[config.mk]
export PLATFORM = sky130hd
export DESIGN_NAME = port_alloc_rr
export DESIGN_NICKNAME = d
export VERILOG_FILES = /design/src/rtl/port_alloc_rr.sv
export SDC_FILE = /design/constraint.sdc
export NUM_CORES = 1
export LEC_CHECK = 0
export ABC_AREA = 1
export CAP_MARGIN = 20
export CELL_PAD_IN_SITES_DETAIL_PLACEMENT = 0
export CELL_PAD_IN_SITES_GLOBAL_PLACEMENT = 1
export CORE_ASPECT_RATIO = 2
export CORE_MARGIN = 1.5
export CORE_UTILIZATION = 36
export DETAILED_ROUTE_END_ITERATION = 12
export PLACE_DENSITY_LB_ADDON = 0.2
export SLEW_MARGIN = 20
export SYNTH_ARGS = -nofsm -noshare
export SYNTH_HDL_FRONTEND = slang
export SYNTH_SLANG_ARGS = --single-unit
[constraint.sdc]
create_clock -name clk -period 4.6 [get_ports clk]
set_input_delay 0.69 -clock clk [delete_from_list [all_inputs] [get_ports clk]]
set_output_delay 0.69 -clock clk [all_outputs]
set_load 0.01 [all_outputs]
[src/rtl/port_alloc_rr.sv]
// Registered round-robin port allocator for the deflection router: one grant per valid flit.
// Optional deflection/bypass statistics are built when PA_DEFLECT_STAT_EN is defined.
module port_alloc_rr #(
  parameter int NUM_CH  = 5,
  parameter int NUM_OUT = 5
`ifdef PA_DEFLECT_STAT_EN
  , parameter int CNT_W = 16
`endif
) (
  input  logic                               clk,
  input  logic                               reset,
  input  logic                               alloc_en,
  input  logic                               flush,
  input  logic [NUM_CH-1:0]                  valid_in,
  input  logic [NUM_CH*NUM_OUT-1:0]          pv_in,
  output logic [NUM_CH*(NUM_OUT+1)-1:0]      pv_out,
  output logic                               out_valid,
  output logic [$clog2(NUM_CH)-1:0]          rr_ptr
`ifdef PA_DEFLECT_STAT_EN
  , output logic [NUM_CH*CNT_W-1:0]          defl_cnt,
  output logic [CNT_W-1:0]                   byp_cnt
`endif
);

  localparam int PTR_W = $clog2(NUM_CH);
  localparam int GW    = NUM_OUT + 1;

  logic [NUM_OUT-1:0]     req [NUM_CH];
  logic [GW-1:0]          gnt_next [NUM_CH];
  logic [NUM_CH*GW-1:0]   pv_next;
  logic [NUM_CH*GW-1:0]   pv_reg;
  logic                   out_valid_reg;
  logic [PTR_W-1:0]       ptr_reg;
  logic [PTR_W-1:0]       ptr_inc;

  logic [NUM_OUT-1:0]     free;
  logic [NUM_OUT-1:0]     prod;
  logic [NUM_OUT-1:0]     pick;
  logic [PTR_W:0]         csum;
  logic [PTR_W-1:0]       ch;
`ifdef PA_DEFLECT_STAT_EN
  logic [NUM_CH-1:0]      defl_next;
  logic [PTR_W:0]         nbyp_next;
`endif

  genvar gi;
  generate
    for (gi = 0; gi < NUM_CH; gi++) begin : g_pack
      assign req[gi]                = pv_in[gi*NUM_OUT +: NUM_OUT];
      assign pv_next[gi*GW +: GW]   = gnt_next[gi];
    end
  endgenerate

  // Channels are visited in priority order; each grant removes its port from the free set.
  always_comb begin
    free = '1;
    prod = '0;
    pick = '0;
    csum = '0;
    ch   = '0;
`ifdef PA_DEFLECT_STAT_EN
    defl_next = '0;
    nbyp_next = '0;
`endif
    for (int i = 0; i < NUM_CH; i++) gnt_next[i] = '0;
    for (int k = 0; k < NUM_CH; k++) begin
      csum = {1'b0, ptr_reg} + (PTR_W+1)'(k);
      if (csum >= (PTR_W+1)'(NUM_CH)) csum = csum - (PTR_W+1)'(NUM_CH);
      ch   = csum[PTR_W-1:0];
      prod = req[ch] & free;
      pick = '0;
      for (int b = 0; b < NUM_OUT; b++) begin
        if (prod[b]) begin
          pick    = '0;
          pick[b] = 1'b1;
        end
      end
      // Deflection prefers the lowest free port and never uses the ejection port.
      if (prod == '0) begin
        for (int b = NUM_OUT - 2; b >= 0; b--) begin
          if (free[b]) begin
            pick    = '0;
            pick[b] = 1'b1;
          end
        end
      end
      if (valid_in[ch]) begin
        gnt_next[ch] = {~|pick, pick};
        free         = free & ~pick;
`ifdef PA_DEFLECT_STAT_EN
        if (prod == '0) defl_next[ch] = 1'b1;
        if (~|pick)     nbyp_next     = nbyp_next + 1'b1;
`endif
      end
    end
  end

  assign ptr_inc = (ptr_reg == PTR_W'(NUM_CH - 1)) ? '0 : ptr_reg + 1'b1;

  always_ff @(posedge clk or negedge reset) begin
    if (!reset) begin
      pv_reg        <= '0;
      out_valid_reg <= 1'b0;
      ptr_reg       <= '0;
    end else if (flush) begin
      pv_reg        <= '0;
      out_valid_reg <= 1'b0;
      ptr_reg       <= '0;
    end else if (alloc_en) begin
      pv_reg        <= pv_next;
      out_valid_reg <= 1'b1;
      if (|valid_in) ptr_reg <= ptr_inc;
    end
  end

  assign pv_out    = pv_reg;
  assign out_valid = out_valid_reg;
  assign rr_ptr    = ptr_reg;

`ifdef PA_DEFLECT_STAT_EN
  // Counters only advance on allocations that actually commit (flush suppresses them).
  logic [CNT_W-1:0] defl_cnt_reg [NUM_CH];
  logic [CNT_W-1:0] byp_cnt_reg;
  logic [CNT_W:0]   byp_sum;

  generate
    for (gi = 0; gi < NUM_CH; gi++) begin : g_defl
      always_ff @(posedge clk or negedge reset) begin
        if (!reset) begin
          defl_cnt_reg[gi] <= '0;
        end else if (alloc_en && !flush && defl_next[gi] && (defl_cnt_reg[gi] != '1)) begin
          defl_cnt_reg[gi] <= defl_cnt_reg[gi] + 1'b1;
        end
      end
      assign defl_cnt[gi*CNT_W +: CNT_W] = defl_cnt_reg[gi];
    end
  endgenerate

  assign byp_sum = {1'b0, byp_cnt_reg} + (CNT_W+1)'(nbyp_next);

  always_ff @(posedge clk or negedge reset) begin
    if (!reset) begin
      byp_cnt_reg <= '0;
    end else if (alloc_en && !flush) begin
      byp_cnt_reg <= byp_sum[CNT_W] ? '1 : byp_sum[CNT_W-1:0];
    end
  end

  assign byp_cnt = byp_cnt_reg;
`endif

endmodule

---- Yosys cells after proc, flatten, opt, wreduce, memory -nomap -nowiden ----
Cells that the tools add are included.
word-level totals
  bits in registers ....................... 34
  bits of input ports ..................... 34
  output and inout port bits .............. 34
  word-level logic and storage cells ...... 182
cells by class
  $add $sub $neg .......................... 10
  $lt $le $gt $ge ......................... 20
  equal/unequal tests ..................... 1
  multiplexer cells ....................... 107
  bitwise operators ....................... 17
  reductions and logical operators ........ 24
operators by type and width
  kind                                                                number
  two-way mux 5 bit                                                   53
  two-way mux 30 bit                                                  7
  bitwise mux 30 bit                                                  4
  demux 6 bit (select 3 bit)                                          5
  binary-select mux 5 bit (select 3 bit)                              5
  bitwise AND 5 bit                                                   7
  bitwise AND 30 bit                                                  1
  two-way mux 3 bit                                                   10
  two-way mux 6 bit                                                   5
  OR reduction 5 bit                                                  6
  logical NOT 5 bit                                                   5
  greater-or-equal comparator 4 bit (second input constant)           5
  less-than comparator 3 x 4 -> 1 bit (second input constant)         5
  less-than comparator 4 x 1 -> 1 bit (second input constant)         5
  inverter 3 -> 4 bit                                                 5
  inverter 5 bit                                                      4
  greater-or-equal comparator 4 x 3 -> 1 bit (second input constant)  4
  binary-select mux 1 bit (select 3 bit)                              5
  subtractor 3 bit (second input constant)                            5
  two-way mux 1 bit                                                   12
  adder 3 x 2 -> 4 bit (second input constant)                        2
  logical AND 1 bit                                                   5
  logical NOT 1 bit                                                   5
  adder 3 x 1 -> 4 bit (second input constant)                        1
  other kinds (7)                                                     8

---- Longest topological paths before layout ----
Gate-level depths: netlist (run 1).
  depth after elaboration ................. 73
  depth in mapped cells ................... 39
  mapped depth without buffers ............ 39

---- Worst setup path after synthesis (run 1) ----
No wires, ideal clock.
  path kind ............................... reg-to-reg
  start ................................... register ptr_reg[0] (netlist: rr_ptr[0])
  end ..................................... register pv_reg[5] (netlist: pv_out[5])
  library setup time ...................... 0.066 ns
  data arrival time ....................... 4.175 ns
  data required time ...................... 4.534 ns
  setup slack ............................. 0.359 ns
  cell stages (with the launch flop) ...... 32
  buffers on the path ..................... 0
  clock period less this slack ............ 4.241 ns
  cells stage by stage .................... dfrtp_1 > bufinv_8 > ha_1 > inv_1 > fa_1 > nor2_1 > nor2_1 > nand2_1 > nand2_1 > nor2_1 > inv_1 > o21ai_0 > o21ai_0 > a2111oi_0 > nand3_2 > nand3_1 > nand2_1 > nand3_2 > nand2_2 > inv_2 > nand2_1 > nor2_2 > nand3_2 > nand3_2 > nand2_4 > nor2_4 > nand2_2 > nand2_4 > nand2_2 > nor2_4 > nand3_1 > nand2_1
between the ends
  word-level cells in the longest chain between the ends .. 73
  elaborated cells between the ends (all ways) .. 162
  those cells by class .................... add/sub: 9; order compare: 15; mux: 101; bitwise: 17; reduce/logical: 20
ends and longest elaborated chain
  item                                                                          RTL line  source
  start: declaration                                                            33        logic [PTR_W-1:0] ptr_reg;
  start signal: assignment                                                      112       if (|valid_in) ptr_reg <= ptr_inc;
  subtractor 3 bit / greater-or-equal comparator 3 bit (equally long branches)  68        if (csum >= (PTR_W+1)'(NUM_CH)) csum = csum - (PTR_W+1)'(NUM_CH);
  two-way mux 3 bit                                                             68
  inverter 3 -> 4 bit                                                           70, 88
  binary-select mux 5 bit (select 3 bit)                                        70        prod = req[ch] & free;
  two-way mux 5 bit (not written as such) (2 in a row)                          70
  two-way mux 1 bit                                                             73        if (prod[b]) begin
  two-way mux 2 bit                                                             73
  two-way mux 3 bit                                                             73
  [... 53 more ...]                                                             -
  two-way mux 5 bit (4 in a row)                                                81        if (free[b]) begin
  two-way mux 5 bit                                                             79        if (prod == '0) begin
  OR reduction 5 bit                                                            88        gnt_next[ch] = {~|pick, pick};
  logical NOT 1 bit                                                             88
  bitwise mux 30 bit                                                            88
  two-way mux 30 bit *                                                          87        if (valid_in[ch]) begin
  two-way mux 30 bit *                                                          109       end else if (alloc_en) begin
  two-way mux 30 bit *                                                          105       end else if (flush) begin
  end signal: assignment                                                        110       pv_reg <= pv_next;
  end: declaration                                                              31        logic [NUM_CH*GW-1:0] pv_reg;
Mark *: on every way between the ends. The rest lies on a longest branch, timed or not. The select of a mux whose other input is x is not followed.
A chain may end at the register's enable or synchronous reset.

---- Final worst setup path (run 1) ----
  start ................................... register ptr_reg[0] (netlist: rr_ptr[0])
  end ..................................... register pv_reg[23] (netlist: pv_out[23])
The elaborated chain is that of the path after synthesis.

==> results of run 1 <==
-- cells by family after synthesis --
family,count (synthesis),share of synthesized area (%)
buf+inv,136,10.8
simple gates,434,44.0
flops,34,17.0
xor+xnor,1,0.175
compound gates,204,25.4
fa+ha+maj,10,2.64
-- placed cells by master (no fill, tap or decap), types with 5 or more instances in the layout --
cell type / synthesis / final
buf_4: 0 / 157
dfrtp_1: 34 / 33
o22ai_1: 22 / 21
nand2_1: 194 / 183
inv_1: 110 / 104
clkbuf_16: 0 / 5
nand3_2: 14 / 17
nor2_4: 7 / 16
inv_2: 15 / 20
o21ai_0: 65 / 53
clkdlybuf4s50_1: 0 / 66
nand3_4: 2 / 12
buf_6: 2 / 7
nand3_1: 51 / 38
o21ai_1: 5 / 13
a32o_1: 7 / 7
nor3_1: 11 / 11
a21oi_1: 48 / 48
ha_4: 0 / 5
nand2_2: 31 / 34
nand4_1: 23 / 23
a211oi_1: 9 / 8
o221ai_1: 10 / 10
nor2_2: 9 / 9
o211ai_1: 11 / 11
nor2_1: 67 / 58
nand2_4: 10 / 17
-- path summary, 6_finish.rpt --
check,from,to,cells after the start
hold reg to reg,pv_out[11]$_DFFE_PN0P_,pv_out[11]$_DFFE_PN0P_,2
min in group asynchronous,reset,out_valid$_DFFE_PN0P_,1
setup reg to reg,rr_ptr[0]$_DFFE_PN0P_,pv_out[23]$_DFFE_PN0P_,37
hold / removal,pv_out[11]$_DFFE_PN0P_,pv_out[11]$_DFFE_PN0P_,2
setup / recovery,rr_ptr[0]$_DFFE_PN0P_,pv_out[23]$_DFFE_PN0P_,37
max in group asynchronous,reset,rr_ptr[0]$_DFFE_PN0P_,1
-- power breakdown --
| group | total, mW | internal [mW] | switching (mW) |
|---|---|---|---|
| Combinational | 2.61 | 1.06 | 1.56 |
| Sequential | 0.355 | 0.334 | 0.0209 |
| Clock | 0.462 | 0.312 | 0.150 |
-- what timing repair did --
item | 4_1_cts | 5_1_grt
gates resized for setup | 6 | 119
setup buffers | 1 | 20
cloned | 0 | 0
pin swaps | 2 | 30
endpoints found under the setup margin | 19 | 25
hold buffers | 0 | 0
-- metal layers --
layer	wire length, um	vias to the layer above	global-route usage [%]
li1	-	3262	-
met3	938	159	2.81
met4	3610	0	37.5
met2	14200	341	67.8
met5	0	-	0
met1	7720	3125	29.0
-- worst reg2reg max path: cells and delay by family (launching register included) --
kind          cells  cell delay [ps]
simple gates     29             3090
flops             1              440
buf+inv           7              620
fa+ha+maj         1              190
-- cell type report --
cell class,instances,share of cell area (%)
Multi-Input combinational cell,649,52.2
Timing Repair Buffer,235,25.6
Sequential cell,34,10.9
Inverter,126,6.20
Tap cell,155,2.49
Clock buffer,5,1.61
Clock inverter,3,0.883
-- metrics by stage --
stage | setup TNS (ps) | hold slack, ps | power, mW
final | 0 | 475 | 3.43
after global routing | -617 | 499 | 3.64
after CTS | 0 | 482 | 3.17
after detailed placement | -878 | 466 | 2.69
after global placement | 0 | 463 | 2.66
after floorplan | 0 | 394 | 1.61
==> metrics.md, run 1 <==
| Metric | Value |
|---|---|
| DRC viols | `0` |
| Share of cells above drive strength 1 | `32.1%` |
| Initial core utilization | `around 37%` |
| Sequential fraction of the synthesis area | `17.0%` |
| Tmin final | `roughly 4400 ps` |
| WL final | `roughly 26000 um` |
| H-tree depth | `2` |
| RSZ-0062 raised after global routing | `true` |
| Clock Tree Root | `clkbuf_16` |
| Clk_lat worst skew | `approximately 290 ps` |
| Top cells by area, synth | `dfrtp_1 (17%), nand2_1 (15%), inv_1 (8.2%), o21ai_0 (6.5%), nand3_1 (5.1%)` |
| Dpl cell area | `slightly below 0.007 mm2` |
| Fillers | `1328` |
| Global-route wire length before repair | `38300 um` |
| Maximum VDD drop | `171 uV` |
| Largest register FFs | `30` |
| Max stage delay cell, worst path | `dfrtp_2` |
| Die width | `86.5 um` |
| PD cells | `440 mW/mm2` |
| Ys flop type | `dfrtp_1` |
| Placer's final routability congestion estimate | `~1.1` |
| Critical Path RT | `4820 ps` |
| Synth Register Bits | `34` |
| Grt total ovfl | `0` |
| Max-cap violation count | `0` |
| Register area | `852 um2` |
| Largest net degree at the start of global routing | `35` |
| Vias | `6887` |
| Cell Rows | `60` |
| Crit start category | `flip-flop` |
| Fin cells | `1207` |
| CP endpoint kind | `flip-flop` |
| Synth Warn # | `0` |
| Cell taking the most area after synthesis | `dfrtp_1` |
| Finished Cell Area | `0.00779 mm2` |
| Final setup viols | `0` |
| Slew Viols, Final | `0` |
| P_leak | `3.71 nW` |
| Asr flop ratio synth | `100%` |
| Final ANT Viol Nets | `0` |
| Full die area | `0.0147 mm2` |
| Initial antenna violation count | `0` |
| Final hold vios | `0` |
| CP max stage delay | `440 ps` |
| Mean area per synthesized cell | `6.12 um2` |
| Worst Tran Pin Value | `about 1100 ps` |
| Clock Pin Slew Worst Setup and Hold Paths | `60 ps` |
| Detail Placement HPWL | `~22000 um` |
| Worst path bufs/invs | `7` |
| CTS Buffer Depth | `2` |
| Post-synth top cells | `nand2_1 (194), inv_1 (110), nor2_1 (67), o21ai_0 (65), nand3_1 (51)` |
| Top Ports | `68` |
| Fin nets | `1095` |
| Syn nets | `863` |
| Multi-input gate area | `0.00407 mm2` |
| Top-count cell post-synth | `nand2_1` |
| Core area | `approximately 0.014 mm2` |
| I/O Buffers | `67` |
| Setup ws final | `around 230 ps` |
| Sink Count | `34` |
| Inst Count DP | `1178` |
| Area Growth Syn to Fin | `55.4%` |
| EDFF count, synth | `0` |
| Fmax | `0.229 GHz` |
| Top delay family on crit path | `simple AND/OR/NAND/NOR gates` |
| Vias in the first global route | `6918` |
| DRT iter0 DRCs | `366` |
| Cell variety after synth | `54` |
| Worst slew margin | `22.6%` |
| Max Clock Skew | `12.5 ps` |
| Worst slack, placed | `-117 ps` |
| CP arrival | `4590 ps` |
| Hold Crit Class | `reg -> reg` |
| Drt wl/cell | `21.9 um` |
| Vias per inst | `5.71` |
| Outcome | `completed` |
| GRT Total Usage | `35.4%` |
| Post-synth top area share | `between 10% and 20%` |
| # diodes | `0` |
| Critical path class | `reg -> reg` |
| Die height | `~170 um` |
| CTS buffer count | `5` |
| Pre-antenna DRT Iters | `5` |
| Fin util | `57.7%` |
| Mapped cell area | `0.00502 mm2` |
| Max FO, Critical Path | `7` |
| Cells after Synth | `819` |
| Post-route clock period utilization | `95.0%` |
| CTS tree | `built` |
| FF-to-FF setup slack | `230 ps` |
No activity file was read; power rests on OpenSTA's default activity.
==> run 2, diff against run 1 <==
Settings changed: ABC_CLOCK_PERIOD_IN_PS set to 4600.
==> results of run 2 <==
Final layout, timing and power as in run 1 (identical DEF).
==> run 3, diff against run 2 <==
Settings changed: GPL_ROUTABILITY_DRIVEN set to 0.
==> run 3 against run 2 <==
Against the previous run: critical path type unchanged; largest power group unchanged; cell count shrank 3.3%; routed wire length shrank 4.8%; highest routed layer unchanged; clock power shrank 24%.
==> metrics.md, run 3 (same netlist as run 1, synthesis figures left out) <==
| Metric | Value |
|---|---|
| Outcome | `completed (unchanged)` |
| CTS Buffer Depth | `2 (unchanged)` |
| R2R depth | `30 (was 37)` |
| I/O Buffers | `67 (unchanged)` |
| Detail Placement HPWL | `19900 um (was 22200 um)` |
| Most frequent cells in the layout | `nand2_1 (184), buf_4 (121), inv_1 (102) (was nand2_1 (183), buf_4 (157), inv_1 (104))` |
| Clk_lat worst skew | `280 ps (was 290 ps)` |
| Max stage delay cell, worst path | `fa_2 (was dfrtp_2)` |
| CP arrival | `4590 ps (about the same)` |
| P_leak | `3.46 nW (was 3.71 nW)` |
| Setup ws final | `159 ps (was 228 ps)` |
| Max Clock Skew | `10.9 ps (was 12.5 ps)` |
| Grt total ovfl | `0 (unchanged)` |
| Switch share | `53.2% (was 50.4%)` |
| H-tree depth | `2 (unchanged)` |
| Vias in the first global route | `6540 (was 6918)` |
| Post-route clock period utilization | `96.6% (was 95.0%)` |
| Worst slack, placed | `-119 ps (was -117 ps)` |
| Critical Path RT | `4750 ps (was 4820 ps)` |
| Pre-antenna DRT Iters | `6 (was 5)` |
| Switching pwr | `1.66 mW (was 1.73 mW)` |
| Die height | `170 um (unchanged)` |
| Top Ports | `68 (unchanged)` |
| Worst path bufs/invs | `7 (unchanged)` |
| CTS buffer count | `5 (unchanged)` |
| Maximum VDD drop | `188 uV (was 171 uV)` |
| Clk pwr share | `11.3% (was 13.5%)` |
| Final setup viols | `0 (unchanged)` |
| PnR Total Power | `3.13 mW (was 3.43 mW)` |
| Finished Cell Area | `0.00740 mm2 (was 0.00779 mm2)` |
| Reg-to-reg startpoint | `rr_ptr[1]$_DFFE_PN0P_ (was rr_ptr[0]$_DFFE_PN0P_)` |
| Final ANT Viol Nets | `0 (unchanged)` |
| CP endpoint kind | `flip-flop (unchanged)` |
| Slew Viols, Final | `0 (unchanged)` |
| Die width | `86.5 um (unchanged)` |
| Top cell by count, worst path | `nor2_4` |
| GRT Total Usage | `32.6% (was 35.4%)` |
| Clock Tree Root | `clkbuf_16 (unchanged)` |
| Crit start category | `flip-flop (unchanged)` |
| WHS Endpoint | `pv_out[11]$_DFFE_PN0P_ (unchanged)` |
| WL final | `25200 um (was 26500 um)` |
| Cell Rows | `60 (unchanged)` |
| # diodes | `0 (unchanged)` |
| Final hold vios | `0 (unchanged)` |
| CTS tree | `built (unchanged)` |
| Most common cell after layout, fill and taps aside | `nand2_1 (unchanged)` |
| Vias | `6845 (was 6887)` |
| Tmin final | `4440 ps (was 4370 ps)` |
| Full die area | `0.0147 mm2 (unchanged)` |
| Largest net degree at the start of global routing | `35 (unchanged)` |
| FF-to-FF setup slack | `160 ps (was 230 ps)` |
| Power share of the combinational group | `77.4% (was 76.2%)` |
| Vias per inst | `5.87 (was 5.71)` |
| R2R Path End | `pv_out[19]$_DFFE_PN0P_ (was pv_out[23]$_DFFE_PN0P_)` |
| Initial core utilization | `37.1% (unchanged)` |
| Critical path class | `reg -> reg (unchanged)` |
| Share of cells above drive strength 1 | `29.2% (was 32.1%)` |
| Global-route wire length before repair | `35600 um (was 38300 um)` |
| Max-cap violation count | `0 (unchanged)` |
| Initial antenna violation count | `0 (unchanged)` |
| Fmax | `0.225 GHz (was 0.229 GHz)` |
| Largest register FFs | `30 (unchanged)` |
| Top delay family on crit path | `simple AND/OR/NAND/NOR gates (unchanged)` |
| PD cells | `422 mW/mm2 (was 440 mW/mm2)` |
| Dpl cell area | `0.00656 mm2 (was 0.00694 mm2)` |
| Worst slew margin | `45.4% (was 22.6%)` |
| Internal | `1.46 mW (was 1.70 mW)` |
| Core area | `0.0135 mm2 (unchanged)` |
| HP Start | `pv_out[11]$_DFFE_PN0P_ (unchanged)` |
| Clock Pin Slew Worst Setup and Hold Paths | `60 ps (about the same)` |
| CP max stage delay | `420 ps (was 440 ps)` |
| Worst Tran Pin Value | `819 ps (was 1130 ps)` |
| Fin nets | `1055 (was 1095)` |
| Hold Crit Class | `reg -> reg (unchanged)` |
| Hold path depth | `2 (unchanged)` |
| DRT iter0 DRCs | `557 (was 366)` |
| Area Growth Syn to Fin | `47.6% (was 55.4%)` |
| Drt wl/cell | `21.6 um (was 21.9 um)` |
| Post-CTS Hold Buffers | `0 (unchanged)` |
| Fillers | `1367 (was 1328)` |
| Reg power frac | `11.4% (was 10.3%)` |
| Max FO, Critical Path | `7 (unchanged)` |
| DRC viols | `0 (unchanged)` |
| Sink Count | `34 (unchanged)` |
## run 3: changes by cell type in the layout (fill, tap and decap cells not counted), moves of 3 or more
cell     delta
nand2_4     +3
nand2_2     -3
buf_6       -3
nor2_4      -3
ha_1        +3
buf_4      -36
## run 3: worst max path at each step
stage,start,end,slack (ps),depth (start not counted)
3_5_place_dp,rr_ptr[1]$_DFFE_PN0P_,pv_out[9]$_DFFE_PN0P_,-120,30
3_3_place_gp,rr_ptr[1]$_DFFE_PN0P_,pv_out[21]$_DFFE_PN0P_,-40,30
5_1_grt,rr_ptr[1]$_DFFE_PN0P_,pv_out[11]$_DFFE_PN0P_,-120,29
6_report,rr_ptr[1]$_DFFE_PN0P_,pv_out[19]$_DFFE_PN0P_,160,30
4_1_cts,rr_ptr[0]$_DFFE_PN0P_,pv_out[13]$_DFFE_PN0P_,30,30
2_1_floorplan,rr_ptr[0]$_DFFE_PN0P_,pv_out[5]$_DFFE_PN0P_,360,31
## run 3: what timing repair did
action                                  CTS  global route
resized for setup                         3           115
endpoints found under the setup margin    8            25
cloned                                    0             1
pin swaps                                 0            40
buffers inserted                          0            29
## run 3: routing by layer
layer,wire length [um],share of wire (%),vias to the layer above,track usage [%]
li1,-,-,3185,-
met1,7440,30,3075,27.6
met2,12900,51,405,59.4
met3,1420,5.6,180,4.41
met4,3490,14,0,36.5
met5,0,0,-,0
## run 3: layout make-up
type	count	area [um2]	share of cell area, %
well taps	155	194	2.62
multi-input cells	650	4070	54.9
inverters	126	488	6.59
clock buffers	7	143	1.93
flip-flops and latches	34	853	11.5
repair buffers	194	1650	22.3
clock inverters	1	5.00	0.0676
## run 3: power groups by stage
stage          clock, mW  sequential [mW]  combinational (mW)
5_1_grt            0.366            0.359                2.59
4_1_cts            0.355            0.353                2.12
6_report           0.352            0.356                2.42
2_1_floorplan          0            0.376                1.24
3_3_place_gp           0            0.357                2.08
3_5_place_dp           0            0.359                2.11
## run 3: metrics by stage
stage / util [%] / hold WS (ps) / cells / TNS [ps]
after detailed placement: 48.5 / 465 / 1129 / -509
after CTS: 49.6 / 480 / 1137 / 0
after floorplan: - / 394 / 819 / 0
after global placement: 48.5 / 463 / 1129 / -208
after global routing: 54.8 / 493 / 1167 / -836
final: 54.8 / 476 / 1167 / 0
## run 3: worst min-delay path, cell delays in order (launching register included)
cell	delay, ps
dfrtp_1	340
nand2_1	50
nand2_1	50
==> RTL edit: new RTL, settings of run 2 <==
Register the inputs `valid_in` and `pv_in` before use. The logic sees them one clock later. The other inputs are not delayed to match.
--- a/src/rtl/port_alloc_rr.sv
+++ b/src/rtl/port_alloc_rr.sv
@@ -25,6 +25,14 @@
   localparam int PTR_W = $clog2(NUM_CH);
   localparam int GW    = NUM_OUT + 1;
 
+  logic [NUM_CH-1:0] valid_q;
+  logic [NUM_CH*NUM_OUT-1:0] pv_q;
+
+  always_ff @(posedge clk) begin
+    valid_q <= valid_in;
+    pv_q    <= pv_in;
+  end
+
   logic [NUM_OUT-1:0]     req [NUM_CH];
   logic [GW-1:0]          gnt_next [NUM_CH];
   logic [NUM_CH*GW-1:0]   pv_next;
@@ -46,7 +54,7 @@
   genvar gi;
   generate
     for (gi = 0; gi < NUM_CH; gi++) begin : g_pack
-      assign req[gi]                = pv_in[gi*NUM_OUT +: NUM_OUT];
+      assign req[gi]                = pv_q[gi*NUM_OUT +: NUM_OUT];
       assign pv_next[gi*GW +: GW]   = gnt_next[gi];
     end
   endgenerate
@@ -84,7 +92,7 @@
           end
         end
       end
-      if (valid_in[ch]) begin
+      if (valid_q[ch]) begin
         gnt_next[ch] = {~|pick, pick};
         free         = free & ~pick;
 `ifdef PA_DEFLECT_STAT_EN
@@ -109,7 +117,7 @@
     end else if (alloc_en) begin
       pv_reg        <= pv_next;
       out_valid_reg <= 1'b1;
-      if (|valid_in) ptr_reg <= ptr_inc;
+      if (|valid_q) ptr_reg <= ptr_inc;
     end
   end
 
Check against the original RTL: not equivalent (a bounded check fails within 4 cycles, from zero or initial values and one cycle with reset low).
==> RTL edit against run 2 <==
  * Die area grew 10%
  * Routed wire length fell by 5.3%
  * Setup slack worse by 0.027 ns
  * Synthesized area up 11%
  * Power rose by 7.9%
  * Via count fell by 1.1%
  * Final area shrank 0.93%
  * Clock power up 47%
  * Sequential cell count grew 30
  * Clock skew is 0.0056 ns lower
==> RTL edit: results (changes against run 2) <==
stage	metric	value	unit	change
outcome	status	completed		unchanged
critical_path	crit_fanout	6		was 7
routing	first_pass_iters	7		was 5
hold_path	worstHoldPathType	input port to asynchronous set/reset pin		was flop to flop
pwr	leakagePower	3.59	nW	was 3.71 nW
routing	drt-total-wl	25100	um	was 26500 um
grt	grt_util_met3	0.0320		was 0.0281
sta	fin_skew	0.00692	ns	was 0.0125 ns
critical_path	critPathMaxStageDelay	0.41	ns	was 0.44 ns
synth	yosysSeqAreaShare	0.262		was 0.170
final_layout	fin_nets	1078		was 1095
final_layout	nFillCells	1626		was 1328
synth	synth_area_leaders	nand2_1 (18%), dfrtp_1 (15%), dfxtp_1 (11%), inv_1 (6.8%), a21oi_1 (4.9%)		was dfrtp_1 (17%), nand2_1 (15%), inv_1 (8.2%), o21ai_0 (6.5%), nand3_1 (5.1%)
clock_network	cts_max_level	3		was 2
critical_path	cp_slowest_cell	dfrtp_1		was dfrtp_2
sta	tightest_slew	0.831	ns	was 1.13 ns
grt	use_met2	0.602		was 0.678
grt	first_global_vias	6574		was 6918
placed_design	dp_hpwl	20300	um	was 22200 um
grt	met1_usage	0.252		was 0.290
synth	synthTopCellsByCount	nand2_1 (264), inv_1 (101), nor2_1 (69), a21oi_1 (54), nand3_1 (42)		was nand2_1 (194), inv_1 (110), nor2_1 (67), o21ai_0 (65), nand3_1 (51)
clock_network	cts_inserted_buffers	9		was 5
clock_network	clock_latency	0.35	ns	was 0.29 ns
synth	async_flop_share	0.531		was 1.00
final_layout	drive_above_1_share	0.227		was 0.321
synth	syn_area_per_cell	6.34	um^2	was 6.12 um^2
pwr	switching_share	0.481		was 0.504
routing	vias	6813		was 6887
RTL edit: repair_timing:
action	4_1_cts	5_1_grt
setup endpoints to repair	0	25
gates resized for setup	0	61
buffers inserted	0	13
RTL edit: worst max-delay path, delay by kind of cell, from the launching register on:
kind / cells / cell delay, ns
buffers and inverters: 5 / 0.60
AOI/OAI and AO/OA: 1 / 0.21
DFF: 1 / 0.41
adders and majority gates: 2 / 0.56
and+or+nand+nor: 21 / 2.48
RTL edit: kinds of logic after synthesis:
family	share of synthesized area
adder cells (fa/ha/maj)	0.0239
AO/OA/AOI/OAI	0.212
XOR/XNOR	0.00158
buffers and inverters	0.0920
flip-flops	0.262
AND/OR/NAND/NOR	0.409
RTL edit: area by class of cell:
class | instances | share of cell area
inverter | 119 | 0.0582
timing repair buffer | 161 | 0.183
clock inverter | 2 | 0.00130
tap | 198 | 0.0321
sequential | 64 | 0.188
multi-input combinational | 679 | 0.500
clock buffer | 14 | 0.0370
RTL edit: power by group through the flow:
| stage | combinational (mW) | sequential [mW] | clock, mW |
|---|---|---|---|
| global route | 2.53 | 0.664 | 0.713 |
| detailed placement | 2.12 | 0.670 | 0 |
| finish | 2.37 | 0.662 | 0.677 |
| global placement | 2.13 | 0.669 | 0 |
| floorplan | 1.21 | 0.670 | 0 |
| CTS | 2.13 | 0.660 | 0.691 |
RTL edit: stage by stage:
step / setup TNS, ns / worst slack (ns) / area [um^2] / hold WS, ns
floorplan: 0 / 0.436 / 5550 / 0.394
global placement: 0 / 0.0418 / 7030 / 0.463
detailed placement: 0 / 0.0300 / 7040 / 0.465
CTS: 0 / 0.00639 / 7340 / 0.461
global route: -0.358 / -0.0741 / 7720 / 0.494
finish: 0 / 0.201 / 7720 / 0.449
RTL edit: path summary, 6_finish.rpt:
check / from / to / slack (ns) / cells after the start
worst min-delay path: reset / pv_out[2]$_DFFE_PN0P_ / 0.45 / 1
max in group asynchronous: reset / rr_ptr[2]$_DFFE_PN0P_ / 3.58 / 1
min in group clk: pv_out[9]$_DFFE_PN0P_ / pv_out[9]$_DFFE_PN0P_ / 0.48 / 2
worst max-delay path: rr_ptr[0]$_DFFE_PN0P_ / pv_out[29]$_DFFE_PN0P_ / 0.20 / 29
worst min register to register: pv_out[9]$_DFFE_PN0P_ / pv_out[9]$_DFFE_PN0P_ / 0.48 / 2
worst max register to register: rr_ptr[0]$_DFFE_PN0P_ / pv_out[29]$_DFFE_PN0P_ / 0.20 / 29
RTL edit: layer usage:
metal | vias to the layer above | part of all wire
met4 | 0 | 0.11
met1 | 3139 | 0.31
met3 | 129 | 0.029
met5 | - | 0
met2 | 277 | 0.55
li1 | 3268 | -
